File: config.mk
export PLATFORM = sky130hd
export DESIGN_NAME = stepper_sequencer_flat
export DESIGN_NICKNAME = d
export VERILOG_FILES = /design/src/rtl/stepper_sequencer_if.sv /design/src/rtl/stepper_sequencer.sv /design/src/flat_wrapper.sv
export SDC_FILE = /design/constraint.sdc
export NUM_CORES = 1
export LEC_CHECK = 0
export ABC_CLOCK_PERIOD_IN_PS = 5600
export CAP_MARGIN = 30
export CORE_ASPECT_RATIO = 1.1
export CORE_MARGIN = 5
export CORE_UTILIZATION = 42
export CTS_CLUSTER_SIZE = 24
export DETAILED_ROUTE_END_ITERATION = 12
export SETUP_SLACK_MARGIN = 0.05
export SYNTH_ARGS = -nofsm -noshare
export SYNTH_HDL_FRONTEND = slang
export SYNTH_SLANG_ARGS = --single-unit
File: constraint.sdc
create_clock -name clk -period 5.6 [get_ports clk]
set_clock_uncertainty 0.2 [all_clocks]
set_input_delay 1.12 -clock clk [delete_from_list [all_inputs] [get_ports clk]]
set_output_delay 1.12 -clock clk [all_outputs]
set_load 0.1 [all_outputs]
File: src/rtl/stepper_sequencer_if.sv
// Command and status bundle between a move controller and the stepper sequencer.
// POS_W sets the width of the signed step position.
interface stepper_sequencer_if #(
   parameter int POS_W = 16
);
   logic             cmd_valid;
   logic             cmd_ready;
   logic             cmd_dir;
   logic [15:0]      cmd_steps;
   logic             abort;
   logic [2:0]       stat;
   logic             busy;
   logic             done;
   logic [POS_W-1:0] position;

   modport master (
      output cmd_valid, cmd_dir, cmd_steps, abort,
      input  cmd_ready, stat, busy, done, position
   );

   modport slave (
      input  cmd_valid, cmd_dir, cmd_steps, abort,
      output cmd_ready, stat, busy, done, position
   );
endinterface

File: src/rtl/stepper_sequencer.sv
// Step/direction sequencer producing the full-step phase code for the coil decoder.
// Optional macro STEPPER_HOLD_EN keeps the last phase energised while idle.
module stepper_sequencer #(
   parameter int STEP_DIV = 50000,
   parameter int POS_W    = 16
) (
   input logic clk,
   input logic rst,
   stepper_sequencer_if.slave bus
);
   localparam logic [0:0] IDLE = 1'b0;
   localparam logic [0:0] RUN  = 1'b1;

   localparam int DIV_W = (STEP_DIV > 1) ? $clog2(STEP_DIV) : 1;
   localparam logic [DIV_W-1:0] DIV_LAST = DIV_W'(STEP_DIV - 1);

   logic [0:0]       state_q, state_d;
   logic [1:0]       idx_q, idx_d;
   logic [DIV_W-1:0] div_q, div_d;
   logic [15:0]      rem_q, rem_d;
   logic             dir_q, dir_d;
   logic [2:0]       stat_q, stat_d;
   logic             busy_q, busy_d;
   logic             done_q, done_d;
   logic             ready_q, ready_d;
   logic [POS_W-1:0] pos_q, pos_d;

   logic [1:0]       idxStep;
   logic [POS_W-1:0] posStep;
   logic [2:0]       statStep;
   logic [2:0]       statAbort;
   logic [2:0]       statFinal;
   logic             stepTick;

   assign idxStep  = dir_q ? idx_q + 2'd1 : idx_q - 2'd1;
   assign posStep  = dir_q ? pos_q + POS_W'(1) : pos_q - POS_W'(1);
   assign statStep = {1'b0, idxStep} + 3'd1;
   assign stepTick = (div_q == DIV_LAST);

   // What the coils see once a move ends: held phase or released
`ifdef STEPPER_HOLD_EN
   assign statAbort = stat_q;
   assign statFinal = statStep;
`else
   assign statAbort = 3'd0;
   assign statFinal = 3'd0;
`endif

   always_comb begin
      state_d = state_q;
      idx_d   = idx_q;
      div_d   = div_q;
      rem_d   = rem_q;
      dir_d   = dir_q;
      stat_d  = stat_q;
      busy_d  = busy_q;
      done_d  = 1'b0;
      ready_d = ready_q;
      pos_d   = pos_q;
      case (state_q)
         IDLE: begin
            if (bus.cmd_valid && ready_q) begin
               if (bus.cmd_steps == 16'd0) begin
                  done_d = 1'b1;
               end else begin
                  state_d = RUN;
                  rem_d   = bus.cmd_steps;
                  dir_d   = bus.cmd_dir;
                  div_d   = '0;
                  busy_d  = 1'b1;
                  ready_d = 1'b0;
                  stat_d  = {1'b0, idx_q} + 3'd1;
               end
            end
         end
         default: begin
            // A final step coinciding with abort still lands; otherwise abort wins
            if (bus.abort && !(stepTick && rem_q == 16'd1)) begin
               state_d = IDLE;
               rem_d   = '0;
               div_d   = '0;
               done_d  = 1'b1;
               busy_d  = 1'b0;
               ready_d = 1'b1;
               stat_d  = statAbort;
            end else if (stepTick) begin
               div_d  = '0;
               idx_d  = idxStep;
               stat_d = statStep;
               pos_d  = posStep;
               rem_d  = rem_q - 16'd1;
               if (rem_q == 16'd1) begin
                  state_d = IDLE;
                  done_d  = 1'b1;
                  busy_d  = 1'b0;
                  ready_d = 1'b1;
                  stat_d  = statFinal;
               end
            end else begin
               div_d = div_q + DIV_W'(1);
            end
         end
      endcase
   end

   always_ff @(posedge clk or posedge rst) begin
      if (rst) begin
         state_q <= IDLE;
         idx_q   <= '0;
         div_q   <= '0;
         rem_q   <= '0;
         dir_q   <= 1'b0;
         stat_q  <= 3'd0;
         busy_q  <= 1'b0;
         done_q  <= 1'b0;
         ready_q <= 1'b1;
         pos_q   <= '0;
      end else begin
         state_q <= state_d;
         idx_q   <= idx_d;
         div_q   <= div_d;
         rem_q   <= rem_d;
         dir_q   <= dir_d;
         stat_q  <= stat_d;
         busy_q  <= busy_d;
         done_q  <= done_d;
         ready_q <= ready_d;
         pos_q   <= pos_d;
      end
   end

   assign bus.stat      = stat_q;
   assign bus.busy      = busy_q;
   assign bus.done      = done_q;
   assign bus.cmd_ready = ready_q;
   assign bus.position  = pos_q;
endmodule

File: src/flat_wrapper.sv
// flat-port wrapper written by rule: the top's interface ports become plain ports
module stepper_sequencer_flat 
#(
   parameter int STEP_DIV = 50000,
   parameter int POS_W    = 16
)
  (clk, rst, bus_cmd_valid, bus_cmd_dir, bus_cmd_steps, bus_abort, bus_cmd_ready, bus_stat, bus_busy, bus_done, bus_position);
  stepper_sequencer_if #(.POS_W(POS_W)) bus_i ();
  input logic clk;
  input logic rst;
  input wire logic [$bits(bus_i.cmd_valid)-1:0] bus_cmd_valid;
  input wire logic [$bits(bus_i.cmd_dir)-1:0] bus_cmd_dir;
  input wire logic [$bits(bus_i.cmd_steps)-1:0] bus_cmd_steps;
  input wire logic [$bits(bus_i.abort)-1:0] bus_abort;
  output wire logic [$bits(bus_i.cmd_ready)-1:0] bus_cmd_ready;
  output wire logic [$bits(bus_i.stat)-1:0] bus_stat;
  output wire logic [$bits(bus_i.busy)-1:0] bus_busy;
  output wire logic [$bits(bus_i.done)-1:0] bus_done;
  output wire logic [$bits(bus_i.position)-1:0] bus_position;
  assign bus_i.cmd_valid = bus_cmd_valid;
  assign bus_i.cmd_dir = bus_cmd_dir;
  assign bus_i.cmd_steps = bus_cmd_steps;
  assign bus_i.abort = bus_abort;
  assign bus_cmd_ready = bus_i.cmd_ready;
  assign bus_stat = bus_i.stat;
  assign bus_busy = bus_i.busy;
  assign bus_done = bus_i.done;
  assign bus_position = bus_i.position;
  stepper_sequencer #(.STEP_DIV(STEP_DIV), .POS_W(POS_W)) u_core (.clk(clk), .rst(rst), .bus(bus_i));
endmodule
==> impl_metrics.tcl, run 1 <==
set metrics [dict create \
    outcome "completed" \
    postSynthCellCount 424 \
    diodes 0 \
    syn_to_final_growth_pct 18.4 \
    period_utilization_pct 65.4 \
    effective_utilization_at_floorplan_pct 42.5 \
    library_cell_occupying_the_most_area_in_the_post_synthesis_netlist "sky130_fd_sc_hd__dfrtp_1" \
    postSynthNetCount 465 \
    drt-wirelength-per-cell_um 16.1 \
    p_sw_w 0.000184 \
    report.final.slew_viol_count 0 \
    fp-row-count 36 \
    tightest_slew_ns 1.04 \
    placed_cell_area_um2 4230 \
    final-instance-count-excl-fill 580 \
    timing.final.crit_period_ns 3.66 \
    data_required_critical_path_ns 5.62 \
    synth_sequential_area_ratio_pct 39.1 \
    drt_pre_antenna_iters 6 \
    synth_top_flop_cell "sky130_fd_sc_hd__dfrtp_1" \
    critPathCaptureType "flop" \
    hold_path_end "u_core.bus.position[15]$_DFFE_PP0P_" \
    power_switching_share_pct 23.1 \
    cts.path.max_buffers 2 \
    boundary_pin_count 43 \
    synth_enable_flop_cells 0 \
    worstReg2RegEnd "u_core.rem_q[4]$_DFFE_PP0P_" \
    dieHeight_um 109 \
    drcViolationCount 0 \
    clkSinkCount 58 \
    post_synth_num_cell_types 63 \
    globalRouteTotalUtil_pct 18.3 \
    hold_path.startpoint "u_core.bus.position[15]$_DFFE_PP0P_" \
    critical_path_arrival_ns 3.68 \
    route.detailed.vias_per_inst 5.79 \
    power.clock.fraction_pct 43.4 \
    r2r_start "u_core.div_q[0]$_DFFE_PP0P_" \
    cp_slowest_cell "sky130_fd_sc_hd__a31oi_1" \
    nNetsFinal 503 \
    detailedPlacementHpwl_mm 6.66 \
    cts_resized 0 \
    layout_common_cells "sky130_fd_sc_hd__dfrtp_1 (57), sky130_fd_sc_hd__nand2_1 (53), sky130_fd_sc_hd__o21ai_0 (44)" \
    insertion_delay_ns 0.34 \
    critical-path-top-delay-family "simple AND/OR/NAND/NOR gates" \
    worst_ir_drop_vdd_mv 0.0921 \
    synth.cell_area_um2 3720 \
    pwr-share-comb_pct 4.1 \
    place.gp.congestion 0.900 \
    reg2reg_depth 7 \
    dieArea_um2 10800 \
    maximum_number_of_pins_on_one_net_before_global_route_repair 49 \
    port-buffer-count 42 \
    max_clock_freq_mhz 273 \
    setup-tns-final_ns 0 \
    vias 3359 \
    timing.critical_path.slowest_cell_delay_ns 0.68 \
    cts-hold-fix-buffers 0 \
    design_area_um2 4400 \
    tritoncts "done" \
    finalWirelength_mm 9.35 \
    critPathLaunch "bus_cmd_steps[11]" \
    htree_num_levels 3 \
    worstPathMaxFanout 12 \
    hold_class "reg -> reg" \
    most_common_cell_after_layout_fill_and_taps_aside "sky130_fd_sc_hd__dfrtp_1" \
    power.internal_w 0.000615 \
    synth_area_leaders "sky130_fd_sc_hd__dfrtp_1 (38%), sky130_fd_sc_hd__ha_1 (6.4%), sky130_fd_sc_hd__o21ai_0 (5.9%), sky130_fd_sc_hd__nand2_1 (5.4%), sky130_fd_sc_hd__a21oi_1 (2.6%)" \
    ys_seq_elements 58 \
    first_global_vias 3287 \
    r2r_setup_slack_ns 2.26 \
    antenna_left 0 \
    global_route_wire_length_before_repair_mm 15.8 \
    timing.slew.headroom_pct 30.4 \
    worst_hold_path.num_cells 1 \
    timing.critical_path.cells "clkdlybuf4s50_1 > nor4_1 > nand4_1 > a31oi_1 > nor2_1 > mux2_2" \
    grt_setup_unrepaired "no" \
    dpl.cell_count 565 \
    clock_input_transition_at_the_sequential_cells_of_the_worst_setup_and_hold_paths_ns 0.06 \
    holdWs_ns 0.275 \
    yosysTopAreaCellShare_pct 38.4 \
    asyncSetResetFlopFracSynth_pct 100 \
    final_layout_size_suffix_gt1_share_pct 6.44 \
    power_leakage_nw 1.90 \
    post-cts-setup-buffers 0 \
    number_of_cts_inserted_buffers 9 \
    warning_count_from_the_yosys_run 0 \
    post_synth.cell_area_avg_um2 8.77 \
    sum_of_overflow_across_all_layers_after_global_routing 0 \
    core_um2 8740 \
    drv.max_cap_violation_count 0 \
    grt_antenna_before_repair 0 \
    die_w_um 99.7 \
    category_of_the_worst_setup_path_launch_point "primary input" \
    finalSetupViolCount 0 \
    power_frac_seq_pct 52.4 \
    dr.first_iter.drc_count 169 \
    cts_root_buf "sky130_fd_sc_hd__clkbuf_8" \
    final_number_of_hold_violating_endpoints 0 \
    power.density_nw_per_um2 182 \
    critical_path_buf_inv_count 1 \
    crit_type "in -> reg" \
]
## final cells by class
| class | instances | area [µm²] |
|---|---|---|
| well taps | 114 | 143 |
| clock inverters | 3 | 15.0 |
| fillers | 857 | 4340 |
| flip-flops and latches | 58 | 1450 |
| repair buffers | 45 | 440 |
| multi-input cells | 327 | 2120 |
| inverters | 21 | 78.8 |
| clock buffers | 12 | 155 |
## cell usage after synthesis, types with 6 or more instances
cell / instances
sky130_fd_sc_hd__a21o_1: 6
sky130_fd_sc_hd__a21oi_1: 19
sky130_fd_sc_hd__and3_1: 7
sky130_fd_sc_hd__clkbuf_1: 17
sky130_fd_sc_hd__dfrtp_1: 57
sky130_fd_sc_hd__ha_1: 19
sky130_fd_sc_hd__inv_1: 21
sky130_fd_sc_hd__nand2_1: 53
sky130_fd_sc_hd__nand3_1: 13
sky130_fd_sc_hd__nor2_1: 17
sky130_fd_sc_hd__nor3_1: 10
sky130_fd_sc_hd__nor4_1: 12
sky130_fd_sc_hd__o21ai_0: 44
sky130_fd_sc_hd__o21ai_1: 10
sky130_fd_sc_hd__o31ai_1: 8
sky130_fd_sc_hd__xnor2_1: 10
## metal layers
metal	GRT usage [%]	share of wire (%)
met1	24.5	45
met2	29.3	47
met3	3.71	6.3
met4	6.73	1.3
met5	0	0
## state kept, by name (all words and copies together), names as in the netlist
name                  flops
u_core.idx_q              2
u_core.bus.cmd_ready      1
u_core.state_q            1
u_core.bus.stat           3
u_core.dir_q              1
u_core.bus.busy           1
u_core.bus.done           1
u_core.div_q             16
u_core.bus.position      16
u_core.rem_q             16
## how the worst max path moves through the flow
stage	to	slack [ns]	depth (start not counted)
2_1_floorplan	u_core.bus.position[14]$_DFFE_PP0P_	2.54	8
3_3_place_gp	u_core.bus.stat[0]$_DFFE_PP0P_	1.71	6
3_5_place_dp	u_core.bus.stat[0]$_DFFE_PP0P_	1.58	6
4_1_cts	u_core.bus.stat[0]$_DFFE_PP0P_	1.95	6
5_1_grt	u_core.bus.stat[0]$_DFFE_PP0P_	1.69	6
6_report	u_core.bus.stat[0]$_DFFE_PP0P_	1.94	6
## cell families (layout without fill, tap and decap cells)
kind of cell               count (synthesis)  after routing  synth area share, %
adders and majority gates                 20             20                 6.93
DFF                                       58             58                 39.1
buffers and inverters                     39             81                 3.97
and+or+nand+nor                          147            147                 20.4
muxes                                      3              3                0.841
xor gates and xnor gates                  15             15                 3.53
AOI/OAI and AO/OA                        142            142                 25.2
## through the flow
| step | total power, W | util [%] | setup slack (ns) |
|---|---|---|---|
| global route | 0.000833 | 50.4 | 1.69 |
| floorplan | 0.000439 | - | 2.54 |
| detailed placement | 0.000461 | 48.4 | 1.58 |
| finish | 0.000799 | 50.4 | 1.94 |
| global placement | 0.000461 | 48.4 | 1.71 |
| CTS | 0.000815 | 50.4 | 1.95 |
## power groups by stage
stage | Clock, W | Combinational (W) | Sequential [W]
after floorplan | 0 | 0.0000124 | 0.000427
after global placement | 0 | 0.0000338 | 0.000427
after detailed placement | 0 | 0.0000339 | 0.000427
after CTS | 0.000362 | 0.0000340 | 0.000419
after global routing | 0.000377 | 0.0000371 | 0.000419
final | 0.000347 | 0.0000331 | 0.000419
Power figures use the tool's default switching activity.
==> run 2, diff against run 1 <==
ABC_CLOCK_PERIOD_IN_PS = 3300   (was 5600)
PLACE_DENSITY = 0.65   (was not set)
clock period = 3.3 ns   (was 5.6 ns; I/O delays follow)
==> impl_metrics.tcl, run 2 (synthesized netlist as in run 1, its figures left out) <==
set metrics [dict create \
    outcome "completed" \
    crit_type "reg -> reg" \
    report.final.slew_viol_count 0 \
    sum_of_overflow_across_all_layers_after_global_routing 0 \
    total_power_w 0.00144 \
    tritoncts "done" \
    dieArea_um2 10800 \
    syn_to_final_growth_pct 19.7 \
    category_of_the_worst_setup_path_launch_point "flop" \
    drt_pre_antenna_iters 4 \
    antenna_left 0 \
    power.density_nw_per_um2 325 \
    cp_slowest_cell "sky130_fd_sc_hd__a2111oi_0" \
    globalRouteTotalUtil_pct 18.1 \
    number_of_cts_inserted_buffers 9 \
    grt_setup_unrepaired "no" \
    worstPathMaxFanout 9 \
    drcViolationCount 0 \
    die_w_um 99.7 \
    drv.max_cap_violation_count 0 \
    boundary_pin_count 43 \
    port-buffer-count 42 \
    final_layout_size_suffix_gt1_share_pct 12.4 \
    first_global_vias 3255 \
    nNetsFinal 511 \
    htree_num_levels 3 \
    most_common_cell_after_layout_fill_and_taps_aside "sky130_fd_sc_hd__dfrtp_1" \
    timing.critical_path.slowest_cell_delay_ns 0.63 \
    grt_antenna_before_repair 0 \
    timing.final.crit_period_ns 2.97 \
    fp-row-count 36 \
    finalSetupViolCount 0 \
    maximum_number_of_pins_on_one_net_before_global_route_repair 32 \
    timing.critical_path.cells "inv_1 > buf_4 > ha_1 > a21o_1 > a2111oi_0 > a221o_1 > a21oi_1 > mux2i_1 > xnor2_1" \
    insertion_delay_ns 0.33 \
    hold_path.startpoint "u_core.div_q[15]$_DFFE_PP0P_" \
    worstReg2RegEnd "u_core.bus.position[15]$_DFFE_PP0P_" \
    vias 3443 \
    placed_cell_area_um2 4250 \
    global_route_wire_length_before_repair_mm 15.8 \
    postLayoutCoreUtil_pct 50.9 \
    clkSinkCount 58 \
    r2r_start "u_core.dir_q$_DFFE_PP0P_" \
    diodes 0 \
    r2r_setup_slack_ns 0.33 \
    effective_utilization_at_floorplan_pct 42.5 \
    cts_root_buf "sky130_fd_sc_hd__clkbuf_8" \
    filler_cell_count 828 \
    critPathCaptureType "flop" \
    route.detailed.vias_per_inst 5.85 \
    place.gp.congestion 0.879 \
    worst_hold_path.num_cells 1 \
    tightest_slew_ns 0.714 \
    drt-wirelength-per-cell_um 16.1 \
    max_clock_freq_mhz 336 \
    cts.path.max_buffers 2 \
    layout_common_cells "sky130_fd_sc_hd__dfrtp_1 (57), sky130_fd_sc_hd__nand2_1 (53), sky130_fd_sc_hd__o21ai_0 (44)" \
    detailedPlacementHpwl_mm 6.84 \
    cts-hold-fix-buffers 0 \
    clock_input_transition_at_the_sequential_cells_of_the_worst_setup_and_hold_paths_ns 0.06 \
    cts_resized 0 \
    worst_ir_drop_vdd_mv 0.200 \
    final_number_of_hold_violating_endpoints 0 \
    hold_path_end "u_core.div_q[15]$_DFFE_PP0P_" \
    dr.first_iter.drc_count 153 \
    period_utilization_pct 90.1 \
    post-cts-setup-buffers 0 \
    setup-tns-final_ns 0 \
    reg2reg_depth 9 \
    core_um2 8740 \
    design_area_um2 4450 \
    timing.slew.headroom_pct 52.2 \
    dieHeight_um 109 \
    data_required_critical_path_ns 3.35 \
    finalWirelength_mm 9.48 \
    hold_class "reg -> reg" \
    critical_path_arrival_ns 3.02 \
    power_leakage_nw 1.96 \
]
-- run 2: worst max-delay path by stage --
stage | to | start | cells past startpoint | slack [ns]
6_report | u_core.bus.position[15]$_DFFE_PP0P_ | u_core.dir_q$_DFFE_PP0P_ | 9 | 0.33
5_1_grt | u_core.bus.position[15]$_DFFE_PP0P_ | u_core.dir_q$_DFFE_PP0P_ | 9 | 0.16
4_1_cts | u_core.bus.position[13]$_DFFE_PP0P_ | u_core.dir_q$_DFFE_PP0P_ | 7 | 0.37
3_5_place_dp | u_core.rem_q[4]$_DFFE_PP0P_ | bus_cmd_steps[11] | 7 | 0.16
3_3_place_gp | u_core.rem_q[4]$_DFFE_PP0P_ | bus_cmd_steps[11] | 7 | 0.23
2_1_floorplan | u_core.bus.position[14]$_DFFE_PP0P_ | u_core.bus.position[0]$_DFFE_PP0P_ | 8 | 0.24
-- run 2: layout make-up --
class                      instances  area (µm²)  area share (%)
clock buffer                      14         163            3.66
multi-input combinational        327        2120            47.6
sequential                        58        1450            32.6
inverter                          21        78.8            1.77
clock inverter                     2        35.0           0.787
tap                              114         143            3.21
timing repair buffer              53         460            10.3
-- run 2: per-stage QoR --
step	setup slack (ns)	cells	hold WS, ns
after detailed placement	0.163	573	0.271
after global routing	0.159	589	0.317
final	0.326	589	0.287
after floorplan	0.236	424	0.239
after global placement	0.228	573	0.277
after CTS	0.370	589	0.285
-- run 2: worst max-delay path: cells and delay by family (launching register included) --
kind | cells | cell delay (ns)
xor gates and xnor gates | 1 | 0.13
DFF | 1 | 0.43
adders and majority gates | 1 | 0.30
muxes | 1 | 0.21
buffers and inverters | 2 | 0.50
AOI/OAI and AO/OA | 4 | 1.13
-- run 2: metal layers --
| metal | track usage [%] | wire length (µm) | up-vias |
|---|---|---|---|
| met5 | 0 | 0 | - |
| met4 | 6.44 | 128 | 0 |
| li1 | - | - | 1673 |
| met1 | 23.9 | 4250 | 1658 |
| met3 | 4.09 | 541 | 8 |
| met2 | 29.2 | 4560 | 104 |
-- run 2: report_power, final --
part | switching, W | internal [W] | total, W
logic | 0.0000300 | 0.0000290 | 0.0000590
clock network | 0.000284 | 0.000390 | 0.000674
registers | 0 | 0.000711 | 0.000711
total | 0.000314 | 0.00113 | 0.00144
